[config.mk]
export PLATFORM = sky130hd
export DESIGN_NAME = morse_key_timer
export DESIGN_NICKNAME = d
export VERILOG_FILES = /design/src/rtl/morse_pkg.sv /design/src/rtl/morse_key_sync.sv /design/src/rtl/morse_key_timer.sv
export SDC_FILE = /design/constraint.sdc
export NUM_CORES = 1
export LEC_CHECK = 0
export ABC_CLOCK_PERIOD_IN_PS = 3000
export CORE_MARGIN = 8
export CORE_UTILIZATION = 35
export CTS_BUF_LIST = sky130_fd_sc_hd__clkbuf_8
export DETAILED_ROUTE_END_ITERATION = 6
export PLACE_DENSITY = 0.64
export RECOVER_POWER = 100
export SYNTH_ARGS = -nofsm -noshare
export SYNTH_HDL_FRONTEND = slang
export SYNTH_SLANG_ARGS = --single-unit
[constraint.sdc]
create_clock -name clk -period 3 [get_ports clk]
set_input_delay 0.9 -clock clk [delete_from_list [all_inputs] [get_ports clk]]
set_output_delay 0.9 -clock clk [all_outputs]
set_load 0.05 [all_outputs]
[src/rtl/morse_pkg.sv]
// morse_pkg: shared types and default timing constants for the Morse key
// timer slice.
//   state_e : control FSM states
//   sym_e   : symbol encoding reported on sym_is_dash (DOT=0, DASH=1)
//   *_DEF   : default tick thresholds, in 100 ms units
package morse_pkg;

  typedef enum logic [2:0] {
    IDLE,
    PRESS,
    GAP,
    LGAP,
    ABORT
  } state_e;

  typedef enum logic {
    DOT  = 1'b0,
    DASH = 1'b1
  } sym_e;

  localparam int unsigned DASH_DEF       = 3;
  localparam int unsigned LETTER_GAP_DEF = 3;
  localparam int unsigned WORD_GAP_DEF   = 7;
  localparam int unsigned MAX_PRESS_DEF  = 12;

  // Symbols-per-letter counter helper: saturates at 7.
  function automatic logic [2:0] len_inc(input logic [2:0] v);
    return (v == 3'd7) ? v : v + 3'd1;
  endfunction

endpackage

[src/rtl/morse_key_sync.sv]
// morse_key_sync: brings the raw key into the clk domain and reports
// registered single-cycle edge pulses.
//   clk    : system clock
//   rst    : asynchronous active-low reset
//   key_in : raw key, asynchronous to clk, 1 = pressed
//   rise   : one-cycle pulse, synchronized key went 0->1
//   fall   : one-cycle pulse, synchronized key went 1->0
module morse_key_sync (
  input  logic clk,
  input  logic rst,
  input  logic key_in,
  output logic rise,
  output logic fall
);

  logic meta_q, meta_d;
  logic key_s_q, key_s_d;
  logic key_q, key_d;
  logic rise_q, rise_d;
  logic fall_q, fall_d;

  always_comb begin
    meta_d  = key_in;
    key_s_d = meta_q;
    key_d   = key_s_q;
    rise_d  = key_s_q & ~key_q;
    fall_d  = ~key_s_q & key_q;
  end

  always_ff @(posedge clk or negedge rst) begin
    if (!rst) begin
      meta_q  <= 1'b0;
      key_s_q <= 1'b0;
      key_q   <= 1'b0;
      rise_q  <= 1'b0;
      fall_q  <= 1'b0;
    end else begin
      meta_q  <= meta_d;
      key_s_q <= key_s_d;
      key_q   <= key_d;
      rise_q  <= rise_d;
      fall_q  <= fall_d;
    end
  end

  assign rise = rise_q;
  assign fall = fall_q;

endmodule

[src/rtl/morse_key_timer.sv]
// morse_key_timer: times Morse key presses/releases in tick_100ms units,
// classifies presses as dot/dash and flags letter and word gaps.
//   clk         : system clock
//   rst         : asynchronous active-low reset
//   enable      : active high; low forces IDLE on the next cycle
//   key_in      : raw key, asynchronous, 1 = pressed
//   tick_100ms  : one-cycle pulse from the 100 ms timer
//   sym_valid   : pulse, a symbol completed; sym_is_dash qualifies it
//   letter_end  : pulse, letter gap reached
//   word_end    : pulse, word gap reached
//   press_err   : pulse, press reached MAX_PRESS_TICKS (no symbol emitted)
//   busy        : high whenever the FSM is not in IDLE
//   letter_len  : (only with MORSE_LETTER_LEN_EN) symbols in current letter
// Optional feature macro: MORSE_LETTER_LEN_EN.
// Parameter constraints: WORD_GAP_TICKS > LETTER_GAP_TICKS,
// DASH_TICKS < MAX_PRESS_TICKS <= 2**CNT_W-1.
module morse_key_timer
  import morse_pkg::*;
#(
  parameter int unsigned CNT_W            = 4,
  parameter int unsigned DASH_TICKS       = DASH_DEF,
  parameter int unsigned LETTER_GAP_TICKS = LETTER_GAP_DEF,
  parameter int unsigned WORD_GAP_TICKS   = WORD_GAP_DEF,
  parameter int unsigned MAX_PRESS_TICKS  = MAX_PRESS_DEF
) (
  input  logic       clk,
  input  logic       rst,
  input  logic       enable,
  input  logic       key_in,
  input  logic       tick_100ms,
  output logic       sym_valid,
  output logic       sym_is_dash,
  output logic       letter_end,
  output logic       word_end,
  output logic       press_err,
  output logic       busy
`ifdef MORSE_LETTER_LEN_EN
  ,
  output logic [2:0] letter_len
`endif
);

  logic rise, fall;

  morse_key_sync u_sync (
    .clk    (clk),
    .rst    (rst),
    .key_in (key_in),
    .rise   (rise),
    .fall   (fall)
  );

  state_e             state_q, state_d;
  logic [CNT_W-1:0]   cnt_q, cnt_d, cnt_inc;
  logic               sym_valid_q, sym_valid_d;
  sym_e               sym_q, sym_d;
  logic               letter_end_q, letter_end_d;
  logic               word_end_q, word_end_d;
  logic               press_err_q, press_err_d;
  logic               busy_q, busy_d;

  // Saturating increment: the counter never wraps.
  assign cnt_inc = (cnt_q == '1) ? cnt_q : cnt_q + CNT_W'(1);

  // Key edges are tested before ticks in every state, so an edge that
  // coincides with a tick consumes the cycle and the tick is dropped.
  always_comb begin
    state_d      = state_q;
    cnt_d        = cnt_q;
    sym_valid_d  = 1'b0;
    sym_d        = DOT;
    letter_end_d = 1'b0;
    word_end_d   = 1'b0;
    press_err_d  = 1'b0;

    if (!enable) begin
      state_d = IDLE;
      cnt_d   = '0;
    end else begin
      unique case (state_q)
        IDLE: begin
          if (rise) begin
            state_d = PRESS;
            cnt_d   = '0;
          end
        end
        PRESS: begin
          if (fall) begin
            sym_valid_d = 1'b1;
            sym_d       = (cnt_q >= CNT_W'(DASH_TICKS)) ? DASH : DOT;
            state_d     = GAP;
            cnt_d       = '0;
          end else if (tick_100ms) begin
            cnt_d = cnt_inc;
            if (cnt_inc == CNT_W'(MAX_PRESS_TICKS)) begin
              press_err_d = 1'b1;
              state_d     = ABORT;
            end
          end
        end
        ABORT: begin
          if (fall) begin
            state_d = IDLE;
            cnt_d   = '0;
          end
        end
        GAP: begin
          if (rise) begin
            state_d = PRESS;
            cnt_d   = '0;
          end else if (tick_100ms) begin
            cnt_d = cnt_inc;
            if (cnt_inc == CNT_W'(LETTER_GAP_TICKS)) begin
              letter_end_d = 1'b1;
              state_d      = LGAP;
            end
          end
        end
        LGAP: begin
          if (rise) begin
            state_d = PRESS;
            cnt_d   = '0;
          end else if (tick_100ms) begin
            cnt_d = cnt_inc;
            if (cnt_inc == CNT_W'(WORD_GAP_TICKS)) begin
              word_end_d = 1'b1;
              state_d    = IDLE;
              cnt_d      = '0;
            end
          end
        end
        default: begin
          state_d = IDLE;
          cnt_d   = '0;
        end
      endcase
    end

    busy_d = (state_d != IDLE);
  end

  always_ff @(posedge clk or negedge rst) begin
    if (!rst) begin
      state_q      <= IDLE;
      cnt_q        <= '0;
      sym_valid_q  <= 1'b0;
      sym_q        <= DOT;
      letter_end_q <= 1'b0;
      word_end_q   <= 1'b0;
      press_err_q  <= 1'b0;
      busy_q       <= 1'b0;
    end else begin
      state_q      <= state_d;
      cnt_q        <= cnt_d;
      sym_valid_q  <= sym_valid_d;
      sym_q        <= sym_d;
      letter_end_q <= letter_end_d;
      word_end_q   <= word_end_d;
      press_err_q  <= press_err_d;
      busy_q       <= busy_d;
    end
  end

  assign sym_valid   = sym_valid_q;
  assign sym_is_dash = sym_q;
  assign letter_end  = letter_end_q;
  assign word_end    = word_end_q;
  assign press_err   = press_err_q;
  assign busy        = busy_q;

`ifdef MORSE_LETTER_LEN_EN
  logic [2:0] letter_len_q, letter_len_d;

  // A rise out of LGAP starts a new letter; a rise out of GAP continues
  // the current one, so only the former clears the count.
  always_comb begin
    letter_len_d = letter_len_q;
    if (sym_valid_d) begin
      letter_len_d = len_inc(letter_len_q);
    end
    if (press_err_d || (state_d == IDLE) ||
        (state_q == LGAP && state_d == PRESS)) begin
      letter_len_d = '0;
    end
  end

  always_ff @(posedge clk or negedge rst) begin
    if (!rst) begin
      letter_len_q <= '0;
    end else begin
      letter_len_q <= letter_len_d;
    end
  end

  assign letter_len = letter_len_q;
`endif

endmodule

# --- Yosys cells after proc, flatten, opt, wreduce, memory -nomap -nowiden ---
# Cells that the tools add are included.
op_classes:
  addsub: 1
  order_cmp: 1
  n_eq_ne: 11
  muxes: 46
  n_bitwise: 4
  n_reduce_logical: 3
ops:
  columns: ["cell", "n"]
  rows:
  - ["4-bit two-way mux", 10]
  - ["3-bit two-way mux", 12]
  - ["1-bit two-way mux", 22]
  - ["4-bit one-hot mux with 5 select lines", 1]
  - ["3-bit one-hot mux with 5 select lines", 1]
  - ["4-bit == test, second input constant", 2]
  - ["3-bit by 2-bit == test with 1-bit output, second input constant", 2]
  - ["3-bit by 2-bit inequality test with 1-bit output, second input constant", 2]
  - ["4-bit by 1-bit adder with 4-bit output, second input constant", 1]
  - ["4-bit by 2-bit == test with 1-bit output, second input constant", 1]
  - ["4-bit by 3-bit == test with 1-bit output, second input constant", 1]
  - ["4-bit by 2-bit greater-or-equal comparator with 1-bit output, second input constant", 1]
  - ["4-bit by 3-bit inequality test with 1-bit output, second input constant", 1]
  - ["3-bit by 1-bit == test with 1-bit output, second input constant", 1]
  - ["3-bit == test, second input constant", 1]
  - ["3-bit logical NOT", 1]
  - ["3-bit AND reduction", 1]
  - ["3-bit nonzero test", 1]
  - ["1-bit AND", 2]
  - ["1-bit NOT", 2]
word_totals:
  ff_bits: 18
  elab_cells: 79

# --- Logic depth before layout (Yosys ltp) ---
depth:
  ltp_word: 9
  mapped_depth: 6

# --- Hierarchy ---
# Synthesis repeated with hierarchy kept, for this count alone.
unflattened:
  hier_cells: 113
  area_unflattened_um2: 1109.8
by_module_without_submodules:
  columns: ["mod", "instances", "cells_each", "area_per_inst_um2", "seq_area_each_um2"]
  rows:
  - ["morse_key_timer", 1, 106, 969.7, 325.3]
  - ["morse_key_sync", 1, 7, 140.1, 125.1]

# --- Worst setup path before layout ---
# OpenSTA, ideal clock, no wires.
synth_timing:
  kind: "input port to flip-flop"
  startpoint: "input port tick_100ms"
  endpoint: "register cnt_q[2]"
  arrival_ns: 1.675
  path_slack_ns: 1.192
  stages: 3
  path_cell_list: "o311a_4 a32oi_4 a22oi_2"
synth_between:
  elab_chain_cells: 4
  word_cells_on_any_way: 7
  cone_classes: "eq/ne (1); mux (5); reduce/logical (1)"
synth_lines:
  columns: ["item", "line_no", "rtl"]
  rows:
  - ["start, declared", "morse_key_timer.sv:30", "input logic tick_100ms,"]
  - ["4-bit two-way mux", null, null]
  - ["4-bit two-way mux (on tied branches)", null, null]
  - ["4-bit one-hot mux with 5 select lines", null, null]
  - ["4-bit two-way mux", null, null]
  - ["end signal, assigned", "morse_key_timer.sv:154", "cnt_q <= cnt_d;"]
  - ["end, declared", "morse_key_timer.sv:54", "logic [CNT_W-1:0] cnt_q, cnt_d, cnt_inc;"]
# Several ways; a longest one is shown, not always the timed one.
# A chain may end at the register's enable or synchronous reset.

# --- Worst setup path in the final report ---
# Same ends and word-level chain as after synthesis.

==> metrics.yaml <==
hold_viol_final: 0
path_cells: "dlygate4sd3_1 -> o311a_1 -> a32oi_1 -> a22oi_2"
fin_cells: 147
final_common_cell: "dfrtp_1"
io_buffers: 10
place_congestion: 0.863
synth-xor-area-share: 0.00832
hpwl_um: 1720
grtUsageTotal: 0.0995
grt_max_degree: 19
fillers: 306
dp_cells: 143
r2r_start: "cnt_q[0]$_DFFE_PN0P_"
status: "complete, no violations"
r2r_end: "busy$_DFF_PN0_"
synth_top_family_by_area: "compound AO/OA/AOI/OAI gates"
vias: 863
cts_tree: "yes"
syn_to_final_growth_pct: 13.0
wl_um: 2350
hold_path.class: "reg2reg"
criticalPathCategory: "in2reg"
fp.dieW_um: 70.8
dieHeight_um: 70.8
wl_per_cell_um: 16.0
dr.first_iter.drc_count: 45
cp-endpoint: "cnt_q[2]$_DFFE_PN0P_"
grt_overflow_total: 0
cp_slowest_cell: "dlygate4sd3_1"
hold_buffers: 0
synthSimpleGateAreaFrac: 0.245
antenna_left: 0
critPathLaunchType: "primary input"
cts_setup_buffers: 0
clockRootBuffer: "clkbuf_8"
synth_async_sr_flop_share: 1.00
fin_worst_skew_ns: 0.00731
cp.required_ns: 3.13
drc: 0
reg2reg_depth: 5
clk_pin_slew_ns: 0.07
grt_pass1_vias: 860
num_rows: 20
numCtsBuffers: 3
setup.worst_path.start: "tick_100ms"
ys_ff_latch: 18
max_stage_delay_ns: 0.66
ctsLongestPathBuffers: 2
drive_above_1_share: 0.105
muxShareOfSynthArea: 0.00951
p_per_area_nw_per_um2: 425
htree_levels: 1
peakVddDrop_uv: 218
synthCells: 105
synth_compound_area_frac: 0.251
r2r_slack_ns: 1.02
max-cap-violations: 0
rsz0062_at_grt: "false"
first_pass_iters: 4
critPathTopFamily: "compound AO/OA/AOI/OAI gates"
antenna_cells: 0
fmax_mhz: 395
tightest_slew_ns: 0.802
syn-num-nets: 111
fin_setup_tns_ns: 0
synth_edf_count: 0
cp_num_buf_inv: 1
arrival_ns: 2.66
finalMaxSlewViolations: 0
cts.sinks: 18
endpoint_kind: "flip-flop"
slew_headroom: 0.463
initial_core_util: 0.356
setup_viol: 0
yosysUniqueCellTypes: 44
leakage_nw: 0.527
period_share: 0.843
yosysSeqAreaShare: 0.428
yosysWarningCount: 0
final_nets: 121
synth_area_um2: 1050
via_per_inst: 5.87
ios: 11
synth_fa_ha_area_frac: 0.0119
die-area_um2: 5020
grt_pass1_wl_um: 4060
final_cell_mix: "dfrtp_1, nor2_1, dlygate4sd3_1, nand2_1, nor2b_1"
ys.flop_type: "dfrtp_1"
antenna_found_initial: 0
syn_avg_cell_area_um2: 10.0
core-area_um2: 2950
cts.repair.resized: 0
clock_latency_ns: 0.26
worst-path-stages: 4
fin_crit_ns: 2.53
crit_fanout: 7
[kinds of logic (layout without fill, tap and decap cells)]
| kind of cell | Yosys count | count (layout) |
|---|---|---|
| simple gates | 44 | 44 |
| fa+ha+maj | 1 | 1 |
| buf+inv | 10 | 19 |
| compound gates | 30 | 30 |
| mux | 1 | 1 |
| xor+xnor | 1 | 1 |
| flops | 18 | 18 |
[per-layer routing]
| metal | vias up | GRT usage | share of wire |
|---|---|---|---|
| li1 | 408 | - | - |
| met1 | 429 | 0.121 | 0.47 |
| met2 | 23 | 0.164 | 0.46 |
| met3 | 3 | 0.0268 | 0.055 |
| met4 | 0 | 0.0346 | 0.011 |
| met5 | - | 0 | 0 |
[power breakdown]
group / switching [mW] / internal [mW] / leakage (nW)
clock: 0.0850 / 0.117 / 0.0288
sequential: 0.00808 / 0.249 / 0.241
combinational: 0.0279 / 0.0183 / 0.258
[worst min path at each step]
stage / start / to / slack [ns] / depth (start not counted)
after floorplan: u_sync.key_s_d$_DFF_PN0_ / u_sync.key_d$_DFF_PN0_ / 0.33 / 0
after global placement: u_sync.key_s_d$_DFF_PN0_ / u_sync.key_d$_DFF_PN0_ / 0.34 / 0
after detailed placement: u_sync.key_s_d$_DFF_PN0_ / u_sync.key_d$_DFF_PN0_ / 0.34 / 0
after CTS: u_sync.key_s_d$_DFF_PN0_ / u_sync.key_d$_DFF_PN0_ / 0.35 / 0
after global routing: u_sync.key_s_d$_DFF_PN0_ / u_sync.key_d$_DFF_PN0_ / 0.36 / 0
final: u_sync.key_s_d$_DFF_PN0_ / u_sync.key_d$_DFF_PN0_ / 0.35 / 0
[worst reg2reg max path, delay by kind of cell, from the launching register on]
kind | cells | cell delay, ns
AOI/OAI and AO/OA | 3 | 0.56
xor gates and xnor gates | 1 | 0.33
adders and majority gates | 1 | 0.45
DFF | 1 | 0.52
[synthesized netlist by cell type, types with 2 or more instances]
cell type,instances,area (µm²)
and3_1,2,12.5
dfrtp_1,18,450
o211ai_1,5,37.5
nor2b_1,7,43.8
o21ai_0,4,20.0
a21oi_1,2,10.0
o211ai_2,2,25.0
inv_1,5,18.8
nor2_1,11,41.3
o21ai_1,2,10.0
o2111ai_1,2,17.5
nand2_1,7,26.3
nor3b_1,3,22.5
buf_2,3,15.0
nand3_1,2,10.0
or2_2,2,12.5
[through the flow]
| stage | hold WS, ns | power (mW) | utilization | worst slack [ns] | area [µm²] |
|---|---|---|---|---|---|
| final | 0.351 | 0.505 | 0.403 | 0.471 | 1190 |
| after global routing | 0.361 | 0.524 | 0.403 | 0.418 | 1190 |
| after CTS | 0.352 | 0.517 | 0.413 | 0.695 | 1220 |
| after detailed placement | 0.336 | 0.315 | 0.394 | 0.464 | 1160 |
| after global placement | 0.336 | 0.313 | 0.394 | 0.484 | 1160 |
| after floorplan | 0.331 | 0.296 | - | 1.19 | 1050 |
[flip-flops by register name, indices dropped and copies added (netlist names)]
signal,flops
u_sync.fall,1
press_err,1
sym_is_dash,1
u_sync.rise,1
word_end,1
u_sync.key_q,1
sym_valid,1
cnt_q,4
letter_end,1
u_sync.key_s_d,1
u_sync.key_d,1
state_q,3
busy,1
[layout make-up]
class                      count  area (µm²)  area share
tap                           33        41.3      0.0347
multi-input combinational     77         523       0.440
clock buffer                   4        55.1      0.0463
sequential                    18         450       0.379
inverter                       5        18.8      0.0158
timing repair buffer          10         100      0.0842
(Power assumes the default switching activity.)
